File: src/rtl/hex_disp_pkg.sv
// ============================================================================
// Module  : hex_disp_pkg
// Brief   : Shared widths, types and helpers for the HEX5..HEX3 display path.
// Revision: 1.0 - initial release
// ============================================================================
`default_nettype none

package hex_disp_pkg;

  localparam int HEX_DIGITS = 3;
  localparam int SEG_W      = 7;
  localparam int WORD_W     = HEX_DIGITS * SEG_W;

  typedef logic [SEG_W-1:0] seg7_t;

  localparam seg7_t SEG_BLANK = 7'h00;

  function automatic seg7_t seg_field(input logic [WORD_W-1:0] word, input int d);
    return word[d*SEG_W +: SEG_W];
  endfunction

endpackage

`default_nettype wire

File: src/rtl/hex_pwm_gen.sv
// ============================================================================
// Module  : hex_pwm_gen
// Brief   : PWM prescaler, step counter, frame tick and effective brightness.
//           HEX_FADE_EN: eff_bright ramps one step per frame instead of jumping.
// Revision: 1.0 - initial release
// ============================================================================
`default_nettype none

module hex_pwm_gen #(
  parameter int PWM_PRESCALE = 64
) (
  input  logic       clk,
  input  logic       reset,
  input  logic [3:0] brightness_i,
  output logic       on_o,
  output logic       frame_tick_o
);

  localparam int PS_W = (PWM_PRESCALE > 1) ? $clog2(PWM_PRESCALE) : 1;
  localparam logic [PS_W-1:0] PS_LAST = PS_W'(PWM_PRESCALE - 1);

  logic [PS_W-1:0] presc_q, presc_d;
  logic [3:0]      pwm_cnt_q, pwm_cnt_d;
  logic [3:0]      eff_bright_q, eff_bright_d;
  logic            frame_tick_q;
  logic            step;
  logic            wrap;

  always_comb begin
    step         = (presc_q == PS_LAST);
    wrap         = step && (pwm_cnt_q == 4'hF);
    presc_d      = step ? '0 : presc_q + 1'b1;
    pwm_cnt_d    = step ? pwm_cnt_q + 4'd1 : pwm_cnt_q;
    eff_bright_d = eff_bright_q;
    // Brightness is only sampled at the frame boundary so a frame never tears.
    if (wrap) begin
`ifdef HEX_FADE_EN
      if (eff_bright_q < brightness_i) begin
        eff_bright_d = eff_bright_q + 4'd1;
      end else if (eff_bright_q > brightness_i) begin
        eff_bright_d = eff_bright_q - 4'd1;
      end
`else
      eff_bright_d = brightness_i;
`endif
    end
  end

  always_ff @(posedge clk or posedge reset) begin
    if (reset) begin
      presc_q      <= '0;
      pwm_cnt_q    <= 4'd0;
      eff_bright_q <= 4'd0;
      frame_tick_q <= 1'b0;
    end else begin
      presc_q      <= presc_d;
      pwm_cnt_q    <= pwm_cnt_d;
      eff_bright_q <= eff_bright_d;
      frame_tick_q <= wrap;
    end
  end

  assign on_o         = (eff_bright_q == 4'hF) | (pwm_cnt_q < eff_bright_q);
  assign frame_tick_o = frame_tick_q;

endmodule

`default_nettype wire

File: src/rtl/hex_seg_pwm_driver.sv
// ============================================================================
// Module  : hex_seg_pwm_driver
// Brief   : PWM dimming and per-digit blink for the HEX5..HEX3 segment word.
//           Optional HEX_FADE_EN makes brightness changes ramp one step/frame.
// Revision: 1.0 - initial release
// ============================================================================
`default_nettype none

module hex_seg_pwm_driver
  import hex_disp_pkg::*;
#(
  parameter int PWM_PRESCALE   = 64,
  parameter int BLINK_HALF     = 25_000_000,
  parameter int SEG_ACTIVE_LOW = 1
) (
  input  logic                  clk,
  input  logic                  reset,
  input  logic [WORD_W-1:0]     seg_word,
  input  logic [3:0]            brightness,
  input  logic [HEX_DIGITS-1:0] blink_mask,
  output logic [SEG_W-1:0]      hex3,
  output logic [SEG_W-1:0]      hex4,
  output logic [SEG_W-1:0]      hex5,
  output logic                  frame_tick
);

  localparam int BL_W = (BLINK_HALF > 1) ? $clog2(BLINK_HALF) : 1;
  localparam logic [BL_W-1:0] BL_LAST = BL_W'(BLINK_HALF - 1);

  logic [WORD_W-1:0]     seg_q;
  logic [3:0]            brightness_q;
  logic [HEX_DIGITS-1:0] blink_mask_q;
  logic [BL_W-1:0]       blink_cnt_q, blink_cnt_d;
  logic                  blink_phase_q, blink_phase_d;
  logic [WORD_W-1:0]     lit_q, lit_d;
  logic [WORD_W-1:0]     pins;
  logic                  on;

  hex_pwm_gen #(
    .PWM_PRESCALE (PWM_PRESCALE)
  ) u_pwm (
    .clk          (clk),
    .reset        (reset),
    .brightness_i (brightness_q),
    .on_o         (on),
    .frame_tick_o (frame_tick)
  );

  always_comb begin
    blink_cnt_d   = blink_cnt_q + 1'b1;
    blink_phase_d = blink_phase_q;
    if (blink_cnt_q == BL_LAST) begin
      blink_cnt_d   = '0;
      blink_phase_d = ~blink_phase_q;
    end
  end

  for (genvar d = 0; d < HEX_DIGITS; d++) begin : g_digit
    assign lit_d[d*SEG_W +: SEG_W] =
      seg_field(seg_q, d) & {SEG_W{on & ~(blink_mask_q[d] & blink_phase_q)}};
  end

  always_ff @(posedge clk or posedge reset) begin
    if (reset) begin
      seg_q         <= '0;
      brightness_q  <= 4'd0;
      blink_mask_q  <= '0;
      blink_cnt_q   <= '0;
      blink_phase_q <= 1'b0;
      lit_q         <= {HEX_DIGITS{SEG_BLANK}};
    end else begin
      seg_q         <= seg_word;
      brightness_q  <= brightness;
      blink_mask_q  <= blink_mask;
      blink_cnt_q   <= blink_cnt_d;
      blink_phase_q <= blink_phase_d;
      lit_q         <= lit_d;
    end
  end

  assign pins = (SEG_ACTIVE_LOW != 0) ? ~lit_q : lit_q;
  assign hex3 = seg_field(pins, 0);
  assign hex4 = seg_field(pins, 1);
  assign hex5 = seg_field(pins, 2);

endmodule

`default_nettype wire
File: config.mk
export PLATFORM = sky130hd
export DESIGN_NAME = hex_seg_pwm_driver
export DESIGN_NICKNAME = d
export VERILOG_FILES = /design/src/rtl/hex_disp_pkg.sv /design/src/rtl/hex_pwm_gen.sv /design/src/rtl/hex_seg_pwm_driver.sv
export SDC_FILE = /design/constraint.sdc
export NUM_CORES = 1
export LEC_CHECK = 0
export CELL_PAD_IN_SITES_DETAIL_PLACEMENT = 0
export CELL_PAD_IN_SITES_GLOBAL_PLACEMENT = 1
export CORE_UTILIZATION = 30
export CTS_CLUSTER_SIZE = 10
export DETAILED_ROUTE_END_ITERATION = 8
export PLACE_DENSITY_LB_ADDON = 0.05
export SLEW_MARGIN = 20
export SYNTH_ARGS = -nofsm -noshare
export SYNTH_HDL_FRONTEND = slang
export SYNTH_SLANG_ARGS = --single-unit
File: constraint.sdc
create_clock -name clk -period 2.86 [get_ports clk]
set_input_delay 0.572 -clock clk [delete_from_list [all_inputs] [get_ports clk]]
set_output_delay 0.572 -clock clk [all_outputs]
set_load 0.03 [all_outputs]
# == Word level (Yosys, flattened, before mapping) ==
# Cells that the tools add are included.
# op_classes
addsub,3
mul,0
div_mod_pow,0
n_lt_le_gt_ge,1
eq_ne,4
shift,0
n_mux,2
n_bitwise,15
n_reduce_logical,1
# op_table
op,count
$add 25x1->25 const B,1
$eq 25x25->1 const B,1
$mux 25,1
$and 7x7->7,3
$not 21->21,1
$eq 4x4->1 const B,2
$add 6x1->6 const B,1
$and 1x1->1,6
$eq 6x6->1 const B,1
$mux 6,1
$add 4x1->4 const B,1
$lt 4x4->1,1
$not 1->1,4
$logic_and 1x1->1,1
$or 1x1->1,1
# word_totals
regBits,90
latch_bits,0
ramBits,0
mem_bits_ro,0
input_bits,30
output_inout_bits,22
word_cells,36
mem_count,0

# == Longest topological paths before layout ==
# Gate-level depths: netlist (run 1).
# depth
depth_word,4
ltp_mapped,7
depth_no_buf,6

# == Modules after synthesis ==
# Synthesis (run 1) repeated with hierarchy kept, for this count alone.
# unflattened
hier_cells,285
area_unflattened_um2,3508.4
# modules_own_cells
mod,instances,cells_each,area_each_um2,seq_area_each_um2
hex_seg_pwm_driver,1,225,2781.4,1876.8
hex_pwm_gen,1,60,726.9,375.4

# == Least setup slack after synthesis (run 1) ==
# Ideal clock, no wire load.
# synth_timing
path_kind,reg2reg
start,register u_pwm.presc_q[0]
end,register u_pwm.eff_bright_q[0]
setup_time_ns,0.125
arrival_time_ns,1.455
required_time_ns,2.735
path_slack_ns,1.281
stages_incl_launch_ff,7
path_buffers,1
period_less_slack_ns,1.579
cell_sequence,dfrtp_1 ha_1 and3_1 buf_2 nand2_1 nor2_4 mux2_2
# synth_via
elab_chain_cells,2
# synth_lines
item,line_no,rtl
from (decl),hex_pwm_gen.sv:22,"logic [PS_W-1:0] presc_q, presc_d;"
from (signal assigned),hex_pwm_gen.sv:56,presc_q <= presc_d;
$eq 6x6->1,hex_pwm_gen.sv:30,step = (presc_q == PS_LAST);
$logic_and 1x1->1,hex_pwm_gen.sv:31,wrap = step && (pwm_cnt_q == 4'hF);
net u_pwm.wrap,hex_pwm_gen.sv:27,logic wrap;
to (signal assigned),hex_pwm_gen.sv:58,eff_bright_q <= eff_bright_d;
to (decl),hex_pwm_gen.sv:24,"logic [3:0] eff_bright_q, eff_bright_d;"
# The timed path passes the listed nets, and every way through them passes these cells.
# A chain may end at the register's enable or synchronous reset.

# == Worst setup path in the final report (run 1) ==
# layout_timing
start,register lit_q[9]
end,output port hex4[2]
# layout_via
elab_chain_cells,1
# layout_lines
item,line_no,rtl
from (decl),hex_seg_pwm_driver.sv:35,"logic [WORD_W-1:0] lit_q, lit_d;"
from (signal assigned),hex_seg_pwm_driver.sv:70,lit_q <= {HEX_DIGITS{SEG_BLANK}};
from (signal assigned),hex_seg_pwm_driver.sv:77,lit_q <= lit_d;
$not 21->21,hex_seg_pwm_driver.sv:81,assign pins = (SEG_ACTIVE_LOW != 0) ? ~lit_q : lit_q;
to (decl),hex_seg_pwm_driver.sv:22,"output logic [SEG_W-1:0] hex4,"
# No other way between the ends.

==> results of run 1 <==
==> path summary, 6_finish.rpt <==
path / to / slack, ps / cells past startpoint
min reg2reg: lit_q[7]$_DFF_PP0_ / 470 / 2
max reg2reg: blink_cnt_q[6]$_DFF_PP0_ / 1000 / 6
min: lit_q[7]$_DFF_PP0_ / 470 / 2
max in group asynchronous: blink_cnt_q[22]$_DFF_PP0_ / 1780 / 3
max: hex4[2] / 870 / 2
min in group asynchronous: blink_cnt_q[21]$_DFF_PP0_ / 700 / 3
==> routing by layer <==
metal,global-route usage,vias to the layer above,part of all wire
met3,0.0433,9,0.044
met2,0.179,43,0.43
li1,-,1069,-
met5,0,-,0
met1,0.165,1018,0.50
met4,0.0571,0,0.018
==> cell type report <==
cell class / instances / area [sq um]
fillers: 1086 / 6570
flip-flops and latches: 90 / 2250
multi-input cells: 167 / 1100
repair buffers: 54 / 546
clock buffers: 11 / 243
well taps: 140 / 175
inverters: 28 / 109
clock inverters: 5 / 85.1
==> cell families after synthesis <==
group                      after synthesis  share of synthesized area
and+or+nand+nor                        119                      0.191
AOI/OAI and AO/OA                       10                     0.0183
xor gates and xnor gates                27                     0.0678
buffers and inverters                   35                     0.0391
muxes                                    5                     0.0162
DFF                                     90                      0.646
adders and majority gates                6                     0.0215
==> worst reg2reg max path, stage by stage, from the launching register on <==
cell and delay [ps]:
sky130_fd_sc_hd__dfrtp_1 380, sky130_fd_sc_hd__ha_1 210, sky130_fd_sc_hd__and3_1 200, sky130_fd_sc_hd__nand4b_1 210, sky130_fd_sc_hd__nor4_4 360, sky130_fd_sc_hd__buf_4 260
sky130_fd_sc_hd__o21ai_0 100
==> sequential cells by signal (all words and copies together) (netlist names) <==
name	flops
u_pwm.eff_bright_q	4
brightness_q	4
blink_cnt_q	25
lit_q	21
u_pwm.presc_q	6
seg_q	21
u_pwm.frame_tick_o	1
blink_phase_q	1
blink_mask_q	3
u_pwm.pwm_cnt_q	4
==> per-stage QoR <==
step,power (mW),instance area [sq um],std cells
2_1_floorplan,1.34,3490,292
3_3_place_gp,1.40,4180,479
3_5_place_dp,1.40,4180,479
4_1_cts,2.71,4510,495
5_1_grt,2.77,4510,495
6_report,2.66,4510,495
==> synth_stat cells, types with 2 or more instances <==
master	instances	area share
sky130_fd_sc_hd__a21o_1	3	0.0065
sky130_fd_sc_hd__a21oi_1	3	0.0043
sky130_fd_sc_hd__and3_1	5	0.0090
sky130_fd_sc_hd__clkbuf_1	5	0.0054
sky130_fd_sc_hd__dfrtp_1	90	0.65
sky130_fd_sc_hd__ha_1	6	0.022
sky130_fd_sc_hd__inv_1	28	0.030
sky130_fd_sc_hd__mux2_2	5	0.016
sky130_fd_sc_hd__nand2_1	33	0.036
sky130_fd_sc_hd__nand3_1	13	0.019
sky130_fd_sc_hd__nand4_1	6	0.011
sky130_fd_sc_hd__nor2_1	19	0.020
sky130_fd_sc_hd__nor3_1	23	0.033
sky130_fd_sc_hd__nor3b_1	2	0.0043
sky130_fd_sc_hd__nor4_4	3	0.018
sky130_fd_sc_hd__xnor2_1	12	0.030
sky130_fd_sc_hd__xor2_1	15	0.038
==> placed cells by master (no fill, tap or decap), types with 5 or more instances in the layout <==
master                            count
sky130_fd_sc_hd__nand2_1             33
sky130_fd_sc_hd__and3_1               5
sky130_fd_sc_hd__xor2_1              15
sky130_fd_sc_hd__inv_1               27
sky130_fd_sc_hd__xnor2_1             12
sky130_fd_sc_hd__ha_1                 6
sky130_fd_sc_hd__nor3_1              23
sky130_fd_sc_hd__dfrtp_1             90
sky130_fd_sc_hd__nand4_1              6
sky130_fd_sc_hd__mux2_2               5
sky130_fd_sc_hd__nor2_1              19
sky130_fd_sc_hd__nand3_1             13
sky130_fd_sc_hd__clkdlybuf4s50_1     51
sky130_fd_sc_hd__clkbuf_16            9
==> power by group through the flow <==
stage	Sequential (mW)	Combinational (mW)	Clock, mW
2_1_floorplan	1.32	0.0245	0
6_report	1.30	0.0747	1.29
3_5_place_dp	1.32	0.0778	0
4_1_cts	1.30	0.0785	1.33
3_3_place_gp	1.32	0.0780	0
5_1_grt	1.30	0.0845	1.38
==> results, run 1 <==
- The number of buffers inserted to repair setup after CTS is 0.
- Setup repair after global routing left no endpoint under its margin.
- The tree is rooted in a sky130_fd_sc_hd__clkbuf_16.
- Static timing analysis puts the maximum clock frequency at 501 MHz.
- Grouping stages by cell kind, the critical path spends the most delay in buffers and inverters.
- The tool flagged a number of max-cap violations equal to 0.
- The post-route minimum period is 1990 ps.
- The run finished with clean final reports.
- The power density of the placed cells is 590 nW/um^2.
- Walking the worst path, the cells encountered are inv_1 > clkdlybuf4s50_1.
- In this run, the number of DRC markers left after iteration 0 of detailed routing was 136.
- The worst setup path is of the flop to output pin kind.
- The DRC violations left is 0.
- The synthesized instance count is 292.
- Across all hold checks on the routed design, the worst slack comes to 472 ps.
- The number of primary I/O pins is 52.
- For this run, the post-layout net count is 386.
- The count of cell types in the netlist is 38.
- The HPWL after detailed placement is 4.16 mm.
- The vias per cell is 4.32.
- The CTS tree is done.
- The hold violation count in the final report is 0.
- The initial utilization of the core area, before any placement, comes to 0.315.
- STA classifies the critical path endpoint as an output pin.
- After synthesis the netlist holds a flip-flop and latch count of 90.
- The number of antenna violations at the first check in global routing is 0.
- The path class of the tightest hold or removal check is flop to flop.
- The die boundary width is 110 um.
- STA puts the critical path data required time at 2290 ps.
- Together, buffers and inverters on the worst path number 2.
- The standard-cell row count is 38.
- The die outline area is 12100 sq um.
- Counting the buffers created by CTS gives 9.
- Along the worst path, the maximum fanout reaches 1.
- The die is 110 um tall.
- The synthesized area divided by synthesized cell count is 11.9 sq um.
- Clock tree synthesis found a total of 90 sinks.
- The peak per-stage delay on the critical path is 660 ps.
- In this run the power spent charging and discharging nets is 532 uW.
- The quantity of hold-fixing buffers added after cts is 0.
- The global-route total usage across every layer is 0.124.
- Clock-pin slew was measured on the worst setup and hold paths at 60 ps.
- The first-pass iteration count of the detailed router is 4.
- At the pin with the least slew margin, the transition time is 865 ps.
- In this run the most critical hold path is launched from seg_q[7]$_DFF_PP0_.
- The number of enable flip-flop cells after synthesis is 0.
- The share of total power dissipated in sequential elements is 0.488.
- For this run the aggregate overflow at the end of global routing stands at 0.
- Once layout is complete, the utilization of the core stands at 0.407.
- The residual antenna-violating net count after detailed routing is 0.
- Of the available clock period, the critical path in the final layout requires 0.697.
- STA classifies the critical path startpoint as a flop.
- The switching power share of the total is 0.200.
- The post-synthesis cell area is 3490 sq um.
- The share of total power dissipated in the clock network is 0.484.
- The most instantiated flip-flop cell in the synthesis netlist is sky130_fd_sc_hd__dfrtp_1.
- The share of final-layout standard cells stronger than drive strength 1 is 0.0986.
- The via count of the first global-routing pass is 2129.
- The maximum buffer depth of the clock tree is 2.
- The weighted congestion reported at the end of routability-driven placement is 0.690.
- Yosys printed 0 warnings.
- For this design, the slowest cell found on the critical path is sky130_fd_sc_hd__clkdlybuf4s50_1.
- The total via count after detailed routing is 2139.
- Setup slack on the critical path of the routed design comes to 865 ps.
- The number of nets produced by synthesis is 328.
- The worst slack at placement is 1010 ps.
- For this design the static power due to leakage is 2.08 nW.
- The total internal power is 2.13 mW.
- Of all flip-flops after synthesis, the portion carrying an async set or reset was 1.00.
- The number of port buffers is 51.
- Adding up every negative setup slack in the final design gives 0 ps.
- Data on the critical path arrives at its endpoint at 1420 ps.
- In this run the tightest slew margin relative to its limit is 0.424.
- The first global-routing pass estimated 10.8 mm of wire.
- The total area inside the core boundary comes to 11100 sq um.
- The H-tree was split into 3 levels.
- The number of gates given a new drive strength after cts is 0.
- For the worst-skew pair, the clock arrives at the later sink with an insertion delay of 340 ps.
- The final count of negative-setup-slack endpoints is 0.
- The relative contribution of combinational cells to total power is 0.028.
- The area growth from synthesis to layout is 29.3%.
- The largest net degree at the start of global routing is 91.
- The mean routed wirelength per cell is 13.0 um.
- The final max-slew violation count was 0.
- The sequential-to-total area share from yosys stat is 0.646.
- The total inserted antenna cells is 0.
- The worst IR drop on VDD is 0.297 mV.
- Across the routed clock network, the largest skew measured is 7.53 ps.
- In this run the critical register-to-register path is launched from blink_cnt_q[0]$_DFF_PP0_.
- Tracing the worst setup path back leads to its startpoint at lit_q[9]$_DFF_PP0_.
- The final routed wirelength across all metal layers is 6.44 mm.
Power figures use the tool's default switching activity.
==> inputs of run 2 (changes only) <==
==> constraint.sdc (replaced) <==
create_clock -name clk -period 1.65 [get_ports clk]
set_input_delay 0.33 -clock clk [delete_from_list [all_inputs] [get_ports clk]]
set_output_delay 0.33 -clock clk [all_outputs]
set_load 0.03 [all_outputs]
==> results, run 2 (synthesis gave the netlist of run 1 again) <==
- The smallest setup slack after layout is -30.7 ps (was 865 ps).
- The kind of end point of the critical path is a flop (was output pin).
- The post-route minimum period is 1680 ps.
- The vias per cell came to 4.34 (was 4.32).
- The worst IR drop on VDD was 0.372 mV (was 0.297 mV).
- Static timing analysis puts the maximum clock frequency at 595 MHz.
- The power density of the placed cells is 856 nW/um^2 (was 590 nW/um^2).
- Cell Chain, Critical Path: ha_4 > and3_4 > nand4b_1 > nor4_4 > buf_4 > xor2_1 (was inv_1 > clkdlybuf4s50_1).
- The number of primary I/O pins is 52 (unchanged).
- The number of flip-flops in the largest register came to 25 (unchanged).
- Leading cell types in the layout, fill and taps excluded: sky130_fd_sc_hd__dfrtp_1, sky130_fd_sc_hd__buf_4, sky130_fd_sc_hd__nand2_1 (was sky130_fd_sc_hd__dfrtp_1, sky130_fd_sc_hd__clkdlybuf4s50_1, sky130_fd_sc_hd__nand2_1).
- The first-pass iteration count of the detailed router came to 4 (unchanged).
- The total instance count after detailed placement is 511 (was 479).
- The part of the power in registers came to 0.520 (was 0.488).
- Registers with the most flip-flops: blink_cnt_q x25, lit_q x21, seg_q x21 (unchanged).
- The post-layout instance count excluding filler cells is 538 (was 495).
- The leakage power of the design came to 2.30 nW (was 2.08 nW).
- The reported net switching power is 940 uW (was 532 uW).
- The peak per-stage delay on the critical path is 410 ps (was 660 ps).
- The register containing the most flip-flops in the final layout is blink_cnt_q (unchanged).
- Result of the run: finished, violations left (was completed).
- The overall overflow remaining after global route was 0 (unchanged).
- The switching power share of the total was 0.217 (was 0.200).
- The total internal power is 3.39 mW (was 2.13 mW).
- The final net count is 429 (was 386).
- The via count of the first global-routing pass came to 2245 (was 2129).
- The setup skew after layout is 8.62 ps (was 7.53 ps).
- The count of max-cap constraint violations was 0 (unchanged).
- The clock-pin slew on the worst setup and hold paths was 70 ps (was 60 ps).
- The relative contribution of combinational cells to total power is 0.035 (was 0.028).
- The final max-slew violation count was 0 (unchanged).
- The number of fillers in the final layout is 1069 (was 1086).
- The critical path buffer and inverter count is 1 (was 2).
- The final routed wirelength across all metal layers is 7.03 mm (was 6.44 mm).
- The share of the clock period used by the worst path after layout is 1.02.
- The maximum buffer depth of the clock tree was 2 (unchanged).
- The global-route total usage across every layer is 0.125 (was 0.124).
- The highest fanout seen on the critical path was 6 (was 1).
- The die outline area is 12100 sq um (unchanged).
- The number of sinks handled by clock tree synthesis is 90 (unchanged).
- The final total negative setup slack is -47.7 ps (was 0 ps).
- The clock tree root driver cell is sky130_fd_sc_hd__clkbuf_16 (unchanged).
- The depth of the CTS H-tree is 3 (unchanged).
- The DRC violations left is 0 (unchanged).
- The slowest stage cell on the critical path is sky130_fd_sc_hd__dfrtp_1 (was sky130_fd_sc_hd__clkdlybuf4s50_1).
- The slew at the pin with the worst max-slew slack came to 844 ps (was 865 ps).
- The kind of critical path was flop to flop (was flop to output pin).
- The initial cell density of the core is 0.315 (unchanged).
- The mean routed wirelength per cell is 13.1 um (was 13.0 um).
- The HPWL after detailed placement is 4.65 mm (was 4.16 mm).
- The final count of negative-setup-slack endpoints is 2 (was 0).
- The checks that failed: setup timing.
- The die boundary width is 110 um (unchanged).
- The overall power is 4.33 mW (was 2.66 mW).
- The number of antenna violations at the first check in global routing is 0 (unchanged).
- The weighted congestion reported at the end of routability-driven placement is 0.683 (was 0.690).
- The startpoint of the most critical setup path was blink_cnt_q[0]$_DFF_PP0_ (was lit_q[9]$_DFF_PP0_).
- The share of power burned in the clock network is 0.446 (was 0.484).
- The total via count after detailed routing is 2334 (was 2139).
- The critical path data arrival time came to 1940 ps (was 1420 ps).
- The most common library cell in the layout ignoring fill and taps is sky130_fd_sc_hd__dfrtp_1 (unchanged).
- The number of port buffers is 51 (unchanged).
- The standard-cell row count is 38 (unchanged).
- The share of final-layout standard cells stronger than drive strength 1 is 0.281 (was 0.0986).
- The violation count after the first detailed-route iteration is 49 (was 136).
- The residual antenna-violating net count after detailed routing was 0 (unchanged).
- The number of buffers inserted during clock tree synthesis came to 9 (unchanged).
- The family of cells with the greatest summed delay on the critical path is simple AND/OR/NAND/NOR gates (was buffers and inverters).
- The hold violation count in the final report was 0 (unchanged).
- The source of the worst register-to-register timing path is blink_cnt_q[0]$_DFF_PP0_ (unchanged).
- The core area is 11100 sq um (unchanged).
- Setup repair after global routing missed its margin: true (was false).
- The max-slew headroom at the worst pin was 0.437 (was 0.424).
- The wire length of the first global-routing pass is 11.2 mm (was 10.8 mm).
- The CTS tree is done (unchanged).
- The required time of the critical path is 1910 ps (was 2290 ps).
- The critical path startpoint category is a flop (unchanged).
- The class of the tightest hold or removal check is input port to async pin (was flop to flop).
- The clock insertion delay at the later pin of the skew report is 330 ps (was 340 ps).
- The vertical extent of the die is 110 um (unchanged).
- The area added between synthesis and finish is 45.0% (was 29.3%).
- The total inserted antenna cells came to 0 (unchanged).
- The largest net degree at the start of global routing came to 27 (was 91).
[run 2: changes by cell type in the layout (fill, tap and decap cells not counted), moves of 3 or more]
cell                              delta
sky130_fd_sc_hd__nor3_2             +13
sky130_fd_sc_hd__nor3_4              +8
sky130_fd_sc_hd__nor3_1             -21
sky130_fd_sc_hd__clkdlybuf4s50_1    -22
sky130_fd_sc_hd__nand3_1             -3
sky130_fd_sc_hd__dlygate4sd2_1      +22
sky130_fd_sc_hd__buf_4              +36
sky130_fd_sc_hd__clkinvlp_4          +3
sky130_fd_sc_hd__buf_12              +3
[run 2: worst paths after layout]
check,end,slack (ps),cells after the start
setup / recovery,blink_phase_q$_DFFE_PP0N_,-30,6
hold / removal,blink_cnt_q[1]$_DFF_PP0_,300,2
setup reg to reg,blink_phase_q$_DFFE_PP0N_,-30,6
hold reg to reg,u_pwm.presc_q[4]$_DFF_PP0_,470,1
max in group asynchronous,blink_cnt_q[16]$_DFF_PP0_,890,3
min in group clk,brightness_q[0]$_DFF_PP0_,430,1
[run 2: power by group through the flow]
stage	Clock, mW	Combinational (mW)	Sequential [mW]
after floorplan	0	0.0425	2.29
after global placement	0	0.149	2.29
after detailed placement	0	0.148	2.29
after CTS	1.98	0.150	2.25
after global routing	2.09	0.169	2.25
final	1.93	0.151	2.25
[run 2: worst register-to-register path: stages (launching register included)]
cell,delay (ps)
sky130_fd_sc_hd__dfrtp_1,410
sky130_fd_sc_hd__ha_4,180
sky130_fd_sc_hd__and3_4,190
sky130_fd_sc_hd__nand4b_1,190
sky130_fd_sc_hd__nor4_4,290
sky130_fd_sc_hd__buf_4,210
sky130_fd_sc_hd__xor2_1,140
[run 2: timing repair]
| item | 4_1_cts | 5_1_grt |
|---|---|---|
| endpoints found under the hold margin | 0 | 0 |
| buffers inserted | 1 | 7 |
| pin swaps | 0 | 29 |
| hold buffers | 0 | 0 |
| cloned | 0 | 3 |
| gates resized for setup | 22 | 46 |
| setup endpoints to repair | 31 | 39 |
[run 2: layout make-up]
cell class	count	area [sq um]	area share
well taps	140	175	0.0346
flip-flops and latches	90	2250	0.446
clock inverters	5	38.8	0.00767
multi-input cells	167	1320	0.260
clock buffers	11	243	0.0480
inverters	28	109	0.0215
repair buffers	97	921	0.182
[run 2: through the flow]
step	hold WS, ps	worst slack, ps	area [sq um]	util
3_3_place_gp	450	21.6	4460	0.402
5_1_grt	310	-128	5060	0.456
4_1_cts	295	-14.7	4720	0.426
3_5_place_dp	456	-2.75	4460	0.402
6_report	295	-30.7	5060	0.456
2_1_floorplan	361	70.7	3490	-
[run 2: layer usage]
| layer | vias to the layer above | GRT usage | routed length [um] |
|---|---|---|---|
| met1 | 1127 | 0.167 | 3320 |
| li1 | 1155 | - | - |
| met5 | - | 0 | 0 |
| met3 | 9 | 0.0285 | 291 |
| met4 | 0 | 0.0629 | 111 |
| met2 | 43 | 0.188 | 3310 |
